**src/rtl/unsigned_16d8_seq_div.sv**
```systemverilog
// Sequential unsigned restoring divider: a 2*DW-bit dividend divided by a DW-bit divisor,
// one quotient bit per clock, with valid/ready handshakes on the operand and result sides.
module unsigned_16d8_seq_div #(
    parameter int DW = 8
) (
    input  logic            clk,
    input  logic            rst_n,
    input  logic            in_valid,
    output logic            in_ready,
    input  logic [2*DW-1:0] dividend,
    input  logic [DW-1:0]   divisor,
    output logic            out_valid,
    input  logic            out_ready,
    output logic [2*DW-1:0] quotient,
    output logic [DW-1:0]   remainder,
    output logic            div_zero
);

    // Handshake: a transfer happens on a rising edge where valid and ready are both high;
    // in_ready is high only in IDLE, out_valid only in DONE, and the result is held until taken.
    typedef enum logic [1:0] {
        IDLE = 2'd0,
        BUSY = 2'd1,
        DONE = 2'd2
    } state_t;

    localparam int CW = $clog2(2 * DW + 1);

    state_t          state;
    state_t          state_next;
    logic [CW-1:0]   count;
    logic [2*DW-1:0] shift_reg;
    logic [DW:0]     partial_rem;
    logic [DW-1:0]   divisor_q;

    logic [DW+1:0]   rem_shift;
    logic [DW+1:0]   trial;
    logic            trial_neg;
    logic [DW:0]     rem_next;
    logic [2*DW-1:0] shift_next;
    logic            accept;
    logic            last_iter;

    assign accept    = (state == IDLE) && in_valid;
    assign last_iter = (state == BUSY) && (count == CW'(1));

    // One restoring step: shift the next dividend bit into the remainder, trial-subtract.
    always_comb begin
        rem_shift  = {partial_rem, shift_reg[2*DW-1]};
        trial      = rem_shift - {2'b00, divisor_q};
        trial_neg  = trial[DW+1];
        rem_next   = trial_neg ? rem_shift[DW:0] : trial[DW:0];
        shift_next = {shift_reg[2*DW-2:0], ~trial_neg};
    end

    always_ff @(posedge clk or negedge rst_n) begin
        if (!rst_n) begin
            state <= IDLE;
        end else begin
            state <= state_next;
        end
    end

    always_comb begin
        state_next = state;
        case (state)
            IDLE: begin
                if (in_valid) begin
                    state_next = (divisor == '0) ? DONE : BUSY;
                end
            end
            BUSY: begin
                if (count == CW'(1)) begin
                    state_next = DONE;
                end
            end
            DONE: begin
                if (out_ready) begin
                    state_next = IDLE;
                end
            end
            default: state_next = IDLE;
        endcase
    end

    always_comb begin
        in_ready  = 1'b0;
        out_valid = 1'b0;
        case (state)
            IDLE:    in_ready  = 1'b1;
            DONE:    out_valid = 1'b1;
            default: begin
                in_ready  = 1'b0;
                out_valid = 1'b0;
            end
        endcase
    end

    // Result registers change only on accept or the final iteration, so they stay stable in DONE.
    always_ff @(posedge clk or negedge rst_n) begin
        if (!rst_n) begin
            count       <= '0;
            shift_reg   <= '0;
            partial_rem <= '0;
            divisor_q   <= '0;
            quotient    <= '0;
            remainder   <= '0;
            div_zero    <= 1'b0;
        end else if (accept) begin
            divisor_q <= divisor;
            div_zero  <= (divisor == '0);
            if (divisor == '0) begin
                quotient  <= '1;
                remainder <= '1;
                count     <= '0;
            end else begin
                partial_rem <= '0;
                shift_reg   <= dividend;
                count       <= CW'(2 * DW);
            end
        end else if (state == BUSY) begin
            partial_rem <= rem_next;
            shift_reg   <= shift_next;
            count       <= count - CW'(1);
            if (last_iter) begin
                quotient  <= shift_next;
                remainder <= rem_next[DW-1:0];
            end
        end
    end

endmodule

```
**config.mk**
```make
export PLATFORM = sky130hd
export DESIGN_NAME = unsigned_16d8_seq_div
export DESIGN_NICKNAME = d
export VERILOG_FILES = /design/src/rtl/unsigned_16d8_seq_div.sv
export SDC_FILE = /design/constraint.sdc
export NUM_CORES = 1
export LEC_CHECK = 0
export BUFFER_PORTS_ARGS = -buffer_cell sky130_fd_sc_hd__buf_2
export CORE_ASPECT_RATIO = 0.8
export CORE_UTILIZATION = 40
export DETAILED_ROUTE_END_ITERATION = 8
export SYNTH_ARGS = -nofsm -noshare
export SYNTH_HDL_FRONTEND = slang
export SYNTH_SLANG_ARGS = --single-unit
```
**constraint.sdc**
```tcl
create_clock -name clk -period 2.7 [get_ports clk]
set_clock_uncertainty 0.05 [all_clocks]
set_input_delay 0.54 -clock clk [delete_from_list [all_inputs] [get_ports clk]]
set_output_delay 0.54 -clock clk [all_outputs]
set_load 0.03 [all_outputs]
```
==> results of run 1 <==
==> layout by cell type, fill, tap and decap left out, types with 2 or more instances in the layout <==
cell type	netlist	final
buf_2	6	54
a21oi_2	1	2
o211ai_1	5	5
buf_4	2	9
o32a_1	3	3
nor4_1	8	8
xor2_1	3	3
o22a_1	16	16
o21ai_0	34	34
xnor2_1	3	3
a21oi_1	10	9
and3_1	2	2
a211oi_1	7	7
nand2b_1	2	2
nand4_1	3	3
o31ai_1	2	2
buf_12	0	2
mux2i_1	16	16
clkbuf_8	0	11
a21o_1	2	2
nand3_1	14	14
inv_1	15	15
dfrtp_1	65	65
nor2_1	15	15
nor2b_1	3	3
ha_1	10	10
nand2_1	40	40
nor3_1	8	8
o21bai_1	2	2
==> layer usage <==
metal,wire (µm),up-vias
met3,604,8
met5,0,-
met1,4010,1294
li1,-,1309
met4,63,0
met2,3320,89
==> final timing paths <==
| path | from | end | slack [ps] | cells past startpoint |
|---|---|---|---|---|
| max | partial_rem[2]$_DFFE_PN0P_ | partial_rem[4]$_DFFE_PN0P_ | 240 | 7 |
| min | rst_n | partial_rem[6]$_DFFE_PN0P_ | 160 | 2 |
| max reg2reg | partial_rem[2]$_DFFE_PN0P_ | partial_rem[4]$_DFFE_PN0P_ | 240 | 7 |
| min reg2reg | quotient[8]$_DFFE_PN0P_ | quotient[8]$_DFFE_PN0P_ | 430 | 1 |
| max in group asynchronous | rst_n | state[0]$_DFFE_PN0P_ | 2150 | 2 |
| min in group clk | divisor[2] | divisor_q[2]$_DFFE_PN0P_ | 380 | 3 |
==> logic make-up (layout without fill, tap and decap cells) <==
| kind of cell | count (synthesis) | in the layout | synth area share |
|---|---|---|---|
| simple gates | 101 | 101 | 0.145 |
| compound gates | 95 | 95 | 0.203 |
| flops | 65 | 65 | 0.494 |
| xor+xnor | 6 | 6 | 0.0160 |
| mux | 17 | 17 | 0.0521 |
| buf+inv | 34 | 96 | 0.0456 |
| fa+ha+maj | 11 | 11 | 0.0441 |
==> report_power, final <==
| group | leakage (nW) | switching, mW | internal (mW) | total (mW) |
|---|---|---|---|---|
| Combinational | 0.848 | 2.17 | 1.32 | 3.49 |
| Clock | 0.103 | 0.378 | 0.477 | 0.855 |
| Sequential | 0.779 | 0.343 | 1.47 | 1.81 |
==> cell type report <==
| cell class | instances | area [µm²] |
|---|---|---|
| clock buffer | 12 | 155 |
| clock inverter | 4 | 51.3 |
| fill | 761 | 4030 |
| timing repair buffer | 65 | 378 |
| inverter | 15 | 56.3 |
| sequential | 65 | 1630 |
| multi-input combinational | 230 | 1520 |
| tap | 108 | 135 |
==> flow_summary.toml, run 1 <==
[logic_synthesis]
ys_ff_latch = 65
synth_top_cell_area_share = 0.494
synthesis.area_um2 = 3290
synth_ff_type = "dfrtp_1"
synth-seq-area-share = 0.494
synth_most_common_cell = "dfrtp_1"
syn_area_per_cell_um2 = 10.0
synth_top_area_cell = "dfrtp_1"
syn-num-nets = 368
async_flop_share = 1.00
yosysWarnings = 0
synth.area.top_cells = "dfrtp_1 (49%), o21ai_0 (5.2%), mux2i_1 (4.9%)"
syn_inst = 329
synth_edf_count = 0
synth_cell_types = 51
synth_common_cells = "dfrtp_1 (65), nand2_1 (40), o21ai_0 (34)"

[final_layout]
drive_gt1_frac = 0.235
finalNonFillerCells = 499
stdcell_area_um2 = 3920
antenna_cells = 0
final_nets = 425
area_growth_pct = 19.1
fin_util = 0.493

[clock_tree]
cts-root-buf = "clkbuf_8"
insertion_delay_ps = 340
postCtsHoldBufs = 0
cts_tree = "done"
cts_max_path_buffers = 2
path_clk_slew_ps = 80
numCtsBuffers = 9
cts.sinks = 65
cts_resized = 0
htreeDepth = 3
post_cts.repair.setup_buffers = 0

[sta]
fin_hold_ws_ps = 159
final.setup.tns_ps = 0
period_minus_slack_ps = 2460
timing.final.crit_share = 0.910
max_freq_ghz = 0.407
hold_violations = 0
worst_pin_slew_ps = 604
relSlewSlack = 0.597
slew_viol_final = 0
rsz0062_at_grt = "false"
finalSetupViolations = 0
layout_setup_ws_ps = 244

[setup_path]
cp_max_fo = 7
worstSetupEndpointType = "flop"
cp_data_required_time_ps = 2870
critPathSlowestCell = "dfrtp_1"
arrival_ps = 2620
path_cells = "ha_1, and3_1, a21oi_2, a31oi_4, o21ai_2, nand2_1, a311o_1"
cp_top_family = "compound AO/OA/AOI/OAI gates"
critPathKind = "reg2reg"
slowest_delay_ps = 430
worstSetupStartpointType = "flop"
critPathBufInv = 0

[floorplan]
die-area_um2 = 8590
die_h_um = 83.1
initial_core_util = 0.414
rows = 29
pin_count = 55
die_w_um = 103
core_um2 = 7950

[placed_design]
post-place-ws_ps = 264
placed_cell_area_um2 = 3710
hpwl_mm = 5.73
globalplace.congestion = 0.868
dp.cells = 483
io_buffers = 54

[grt]
grt_pass1_vias = 2611
use_met1 = 0.332
grt_first_pass_wirelength_mm = 13.4
met3_usage = 0.0446
grt.met2_usage = 0.267
antenna_found_initial = 0
grt_max_degree = 66
grt.busiest_layer = "met1"
overflow = 0
grt_usage = 0.205

[routing]
first_pass_iters = 5
wl_per_cell_um = 16.0
ant_nets = 0
vias = 2700
drc = 0
drt_iter0_markers = 238
vias_per_cell = 5.41
totalWireLength_mm = 7.99

[power]
power_mw = 6.16
leakagePower_nw = 1.73
powerDensity_nw_per_um2 = 1570
peakVddDrop_uv = 529

[hold_path]
hp-class = "in2async"

[run_status]
status = "finished, final reports clean"

[flow_run]
cap_violations = 0
Note: power is estimated with default switching activity, not from simulation.
==> run 2, diff against run 1 <==
==> constraint.sdc (replaced) <==
create_clock -name clk -period 2.7 [get_ports clk]
set_clock_uncertainty 0.05 [all_clocks]
set_input_delay 0.27 -clock clk [delete_from_list [all_inputs] [get_ports clk]]
set_output_delay 0.27 -clock clk [all_outputs]
set_load 0.03 [all_outputs]
==> flow_summary.toml, run 2 (same netlist as run 1, synthesis figures left out) <==
[run_status]
status = "finished, final reports clean"

[sta]
worst_pin_slew_ps = 666
hold_violations = 0
layout_setup_ws_ps = 253
timing.final.crit_share = 0.906
relSlewSlack = 0.556
rsz0062_at_grt = "false"
fin_hold_ws_ps = 103
finalSetupViolations = 0
slew_viol_final = 0
max_freq_ghz = 0.409
final.setup.tns_ps = 0
period_minus_slack_ps = 2450

[power]
powerDensity_nw_per_um2 = 1540
peakVddDrop_uv = 630
leakagePower_nw = 1.71
seq_power_share = 0.303
p_comb_frac = 0.575
p_int_mw = 3.12
pwr-share-clk = 0.121
switching_share = 0.480
netSwitchingPower_mw = 2.87

[floorplan]
rows = 29
core_um2 = 7950
die_h_um = 83.1
initial_core_util = 0.414
pin_count = 55
die_w_um = 103
die-area_um2 = 8590

[grt]
antenna_found_initial = 0
grt_pass1_vias = 2599
overflow = 0
grt_first_pass_wirelength_mm = 13.2
grt_max_degree = 40
grt_usage = 0.204

[routing]
wl_per_cell_um = 16.1
first_pass_iters = 4
drc = 0
ant_nets = 0
vias = 2648
drt_iter0_markers = 237
vias_per_cell = 5.31
totalWireLength_mm = 8.04

[setup_path]
worstSetupStartpointType = "flop"
worstSetupEndpointType = "flop"
critPathKind = "reg2reg"
path_cells = "ha_1, and3_1, a21oi_2, a31oi_4, o21ai_2, nand2_1, a311o_1"
cp_data_required_time_ps = 2880
critPathSlowestCell = "dfrtp_1"
critPathBufInv = 0
cp_top_family = "compound AO/OA/AOI/OAI gates"
arrival_ps = 2620
cp_max_fo = 7
slowest_delay_ps = 440

[final_layout]
final_cell_mix = "dfrtp_1 (65), buf_2 (54), nand2_1 (40)"
area_growth_pct = 18.0
stdcell_area_um2 = 3880
antenna_cells = 0
final_common_cell = "dfrtp_1"
n_fill_cell = 763
drive_gt1_frac = 0.235
finalNonFillerCells = 499
final_nets = 426

[placed_design]
placed_cell_area_um2 = 3700
io_buffers = 54
post-place-ws_ps = 294
dp.cells = 483
hpwl_mm = 5.82
globalplace.congestion = 0.896

[flow_run]
cap_violations = 0

[clock_tree]
cts_max_path_buffers = 2
cts.sinks = 65
cts_tree = "done"
htreeDepth = 3
numCtsBuffers = 9
cts-root-buf = "clkbuf_8"
insertion_delay_ps = 340
path_clk_slew_ps = 70

[hold_path]
hp-class = "in2reg"
## run 2: changes by cell type in the layout (fill, tap and decap cells not counted), sizes merged
cell / before / now
bufinv: 1 / 0
clkinvlp: 1 / 3
clkbuf: 12 / 10
dlygate4sd3: 0 / 1
## run 2: area by class of cell
| cell class | count | area, µm² | area share |
|---|---|---|---|
| inverters | 15 | 56.3 | 0.0145 |
| repair buffers | 66 | 375 | 0.0967 |
| clock buffers | 10 | 138 | 0.0355 |
| well taps | 108 | 135 | 0.0348 |
| multi-input cells | 230 | 1520 | 0.391 |
| clock inverters | 5 | 32.5 | 0.00838 |
| flip-flops and latches | 65 | 1630 | 0.419 |
## run 2: worst paths after layout
kind / from / end / slack [ps] / cells past startpoint
worst min-delay path: divisor[4] / divisor_q[4]$_DFFE_PN0P_ / 100 / 3
worst min register to register: quotient[0]$_DFFE_PN0P_ / quotient[0]$_DFFE_PN0P_ / 430 / 1
min in group asynchronous: rst_n / divisor_q[6]$_DFFE_PN0P_ / 440 / 2
max in group asynchronous: rst_n / quotient[3]$_DFFE_PN0P_ / 1510 / 3
worst max register to register: partial_rem[3]$_DFFE_PN0P_ / partial_rem[4]$_DFFE_PN0P_ / 250 / 7
worst max-delay path: partial_rem[3]$_DFFE_PN0P_ / partial_rem[4]$_DFFE_PN0P_ / 250 / 7
## run 2: power groups by stage
stage / sequential (mW) / combinational [mW] / clock [mW]
6_report: 1.82 / 3.44 / 0.726
5_1_grt: 1.88 / 3.83 / 0.791
4_1_cts: 1.81 / 3.45 / 0.756
3_5_place_dp: 1.83 / 3.43 / 0
3_3_place_gp: 1.81 / 3.40 / 0
2_1_floorplan: 2.09 / 2.26 / 0
## run 2: what timing repair did
item                                    in CTS  in global routing
hold buffers                                 1                  0
setup buffers                                0                  0
endpoints found under the setup margin       0                  0
endpoints found under the hold margin       26                  0
resized for setup                            0                  0
## run 2: metal layers
layer  share of wire  track usage  up-vias
met1            0.51        0.308     1255
li1                -            -     1311
met5               0            0        -
met4          0.0098       0.0563        0
met3           0.064       0.0614        7
met2            0.42        0.279       75
## run 2: stage by stage
step / util / power [mW]
finish: 0.488 / 5.99
global route: 0.488 / 6.50
CTS: 0.488 / 6.02
detailed placement: 0.466 / 5.25
global placement: 0.466 / 5.22
floorplan: - / 4.35
## run 2: tightest hold or removal path, delay by kind of cell
family	cells	cell delay [ps]
AOI/OAI and AO/OA	1	60
and+or+nand+nor	1	40
buffers and inverters	1	90
==> run 3, diff against run 2 <==
Settings changed: BUFFER_PORTS_ARGS -buffer_cell sky130_fd_sc_hd__buf_2 to default, DONT_BUFFER_PORTS from default to 1.
==> flow_summary.toml, run 3 (same netlist as run 1, synthesis figures left out) <==
[sta]
hold_violations = 0
final.setup.tns_ps = 0
period_minus_slack_ps = 2420
worst_pin_slew_ps = 652
rsz0062_at_grt = "false"
max_freq_ghz = 0.412
relSlewSlack = 0.565
finalSetupViolations = 0
slew_viol_final = 0
timing.final.crit_share = 0.898

[setup_path]
critPathKind = "reg2reg"
cp_top_family = "compound AO/OA/AOI/OAI gates"
r2r-end = "partial_rem[4]$_DFFE_PN0P_"
critPathSlowestCell = "dfrtp_1"
reg2reg_slack_ps = 280
r2r_cells = 7
critPathCapture = "partial_rem[4]$_DFFE_PN0P_"
cp_max_fo = 12
slowest_delay_ps = 450
rr_startpoint = "partial_rem[0]$_DFFE_PN0P_"
cp_num_cells = 7
arrival_ps = 2620
crit_start = "partial_rem[0]$_DFFE_PN0P_"
worstSetupEndpointType = "flop"
worstSetupStartpointType = "flop"
critPathBufInv = 0
cp_data_required_time_ps = 2890
path_cells = "ha_1, nor2b_1, o2111ai_2, a31oi_4, or3_4, nand2_1, a311o_1"

[floorplan]
initial_core_util = 0.414
rows = 29
die_w_um = 103
die-area_um2 = 8590
pin_count = 55
die_h_um = 83.1
core_um2 = 7950

[hold_path]
hp-start = "divisor[1]"
hp-class = "in2reg"

[final_layout]
final_cell_mix = "dfrtp_1 (65), nand2_1 (40), o21ai_0 (34)"
final_nets = 377
antenna_cells = 0
final_common_cell = "dfrtp_1"
drive_gt1_frac = 0.111
area_growth_pct = 13.4
n_fill_cell = 767

[clock_tree]
path_clk_slew_ps = 70
cts.sinks = 65
insertion_delay_ps = 360
cts_tree = "done"
htreeDepth = 3
cts_max_path_buffers = 2
cts_resized = 0
numCtsBuffers = 9
cts-root-buf = "clkbuf_8"

[routing]
totalWireLength_mm = 7.97
ant_nets = 0
drt_iter0_markers = 178
drc = 0
vias_per_cell = 5.56
vias = 2508
first_pass_iters = 4
wl_per_cell_um = 17.7

[placed_design]
hpwl_mm = 5.50
io_buffers = 0
globalplace.congestion = 0.964

[flow_run]
cap_violations = 0

[grt]
grt_max_degree = 66
antenna_found_initial = 0
grt_first_pass_wirelength_mm = 12.8
grt_pass1_vias = 2431
grt_usage = 0.202
overflow = 0

[run_status]
status = "finished, final reports clean"
## run 3: final cells by class
type                            instances  area, µm²  share of cell area
Sequential cell                        65       1630               0.436
Clock inverter                          5       77.6              0.0208
Clock buffer                           11        151              0.0406
Multi-Input combinational cell        230       1520               0.407
Timing Repair Buffer                   17        165              0.0443
Tap cell                              108        135              0.0362
Inverter                               15       56.3              0.0151
## run 3: worst register-to-register path, stage by stage (launching register included)
cell       delay (ps)
dfrtp_1           450
ha_1              300
nor2b_1           230
o2111ai_2         180
a31oi_4           260
or3_4             230
nand2_1           200
a311o_1           400
## run 3: how the worst min path moves through the flow
| stage | to | depth (start not counted) |
|---|---|---|
| CTS | divisor_q[0]$_DFFE_PN0P_ | 1 |
| global placement | divisor_q[5]$_DFFE_PN0P_ | 0 |
| floorplan | count[0]$_DFFE_PN0P_ | 0 |
| global route | divisor_q[0]$_DFFE_PN0P_ | 1 |
| finish | divisor_q[1]$_DFFE_PN0P_ | 2 |
| detailed placement | divisor_q[1]$_DFFE_PN0P_ | 0 |
## run 3: metrics by stage
stage / instances / hold WS (ps) / setup WS [ps] / util / cell area (µm²)
finish: 451 / 10.9 / 276 / 0.469 / 3730
global route: 451 / 1.08 / 127 / 0.469 / 3730
CTS: 451 / 0.958 / 273 / 0.469 / 3730
detailed placement: 427 / -73.7 / 287 / 0.428 / 3400
global placement: 427 / -73.7 / 292 / 0.428 / 3400
floorplan: 329 / -75.6 / 562 / - / 3290
## run 3: repair_timing
action                     in CTS  in global routing
setup buffers                   0                  0
setup endpoints to repair       0                  0
hold buffers                    8                  0
hold endpoints to repair       71                  0
## run 3: layer usage
layer | wire (µm) | global-route usage | vias to the layer above
met2 | 3330 | 0.271 | 73
met4 | 124 | 0.0717 | 0
li1 | - | - | 1208
met1 | 3940 | 0.290 | 1214
met3 | 581 | 0.0833 | 13
met5 | 0 | 0 | -
Power of run 3 is left out: the tool's default activity adds up to more than one toggle a clock period on the data nets, which glitch-free logic cannot reach.
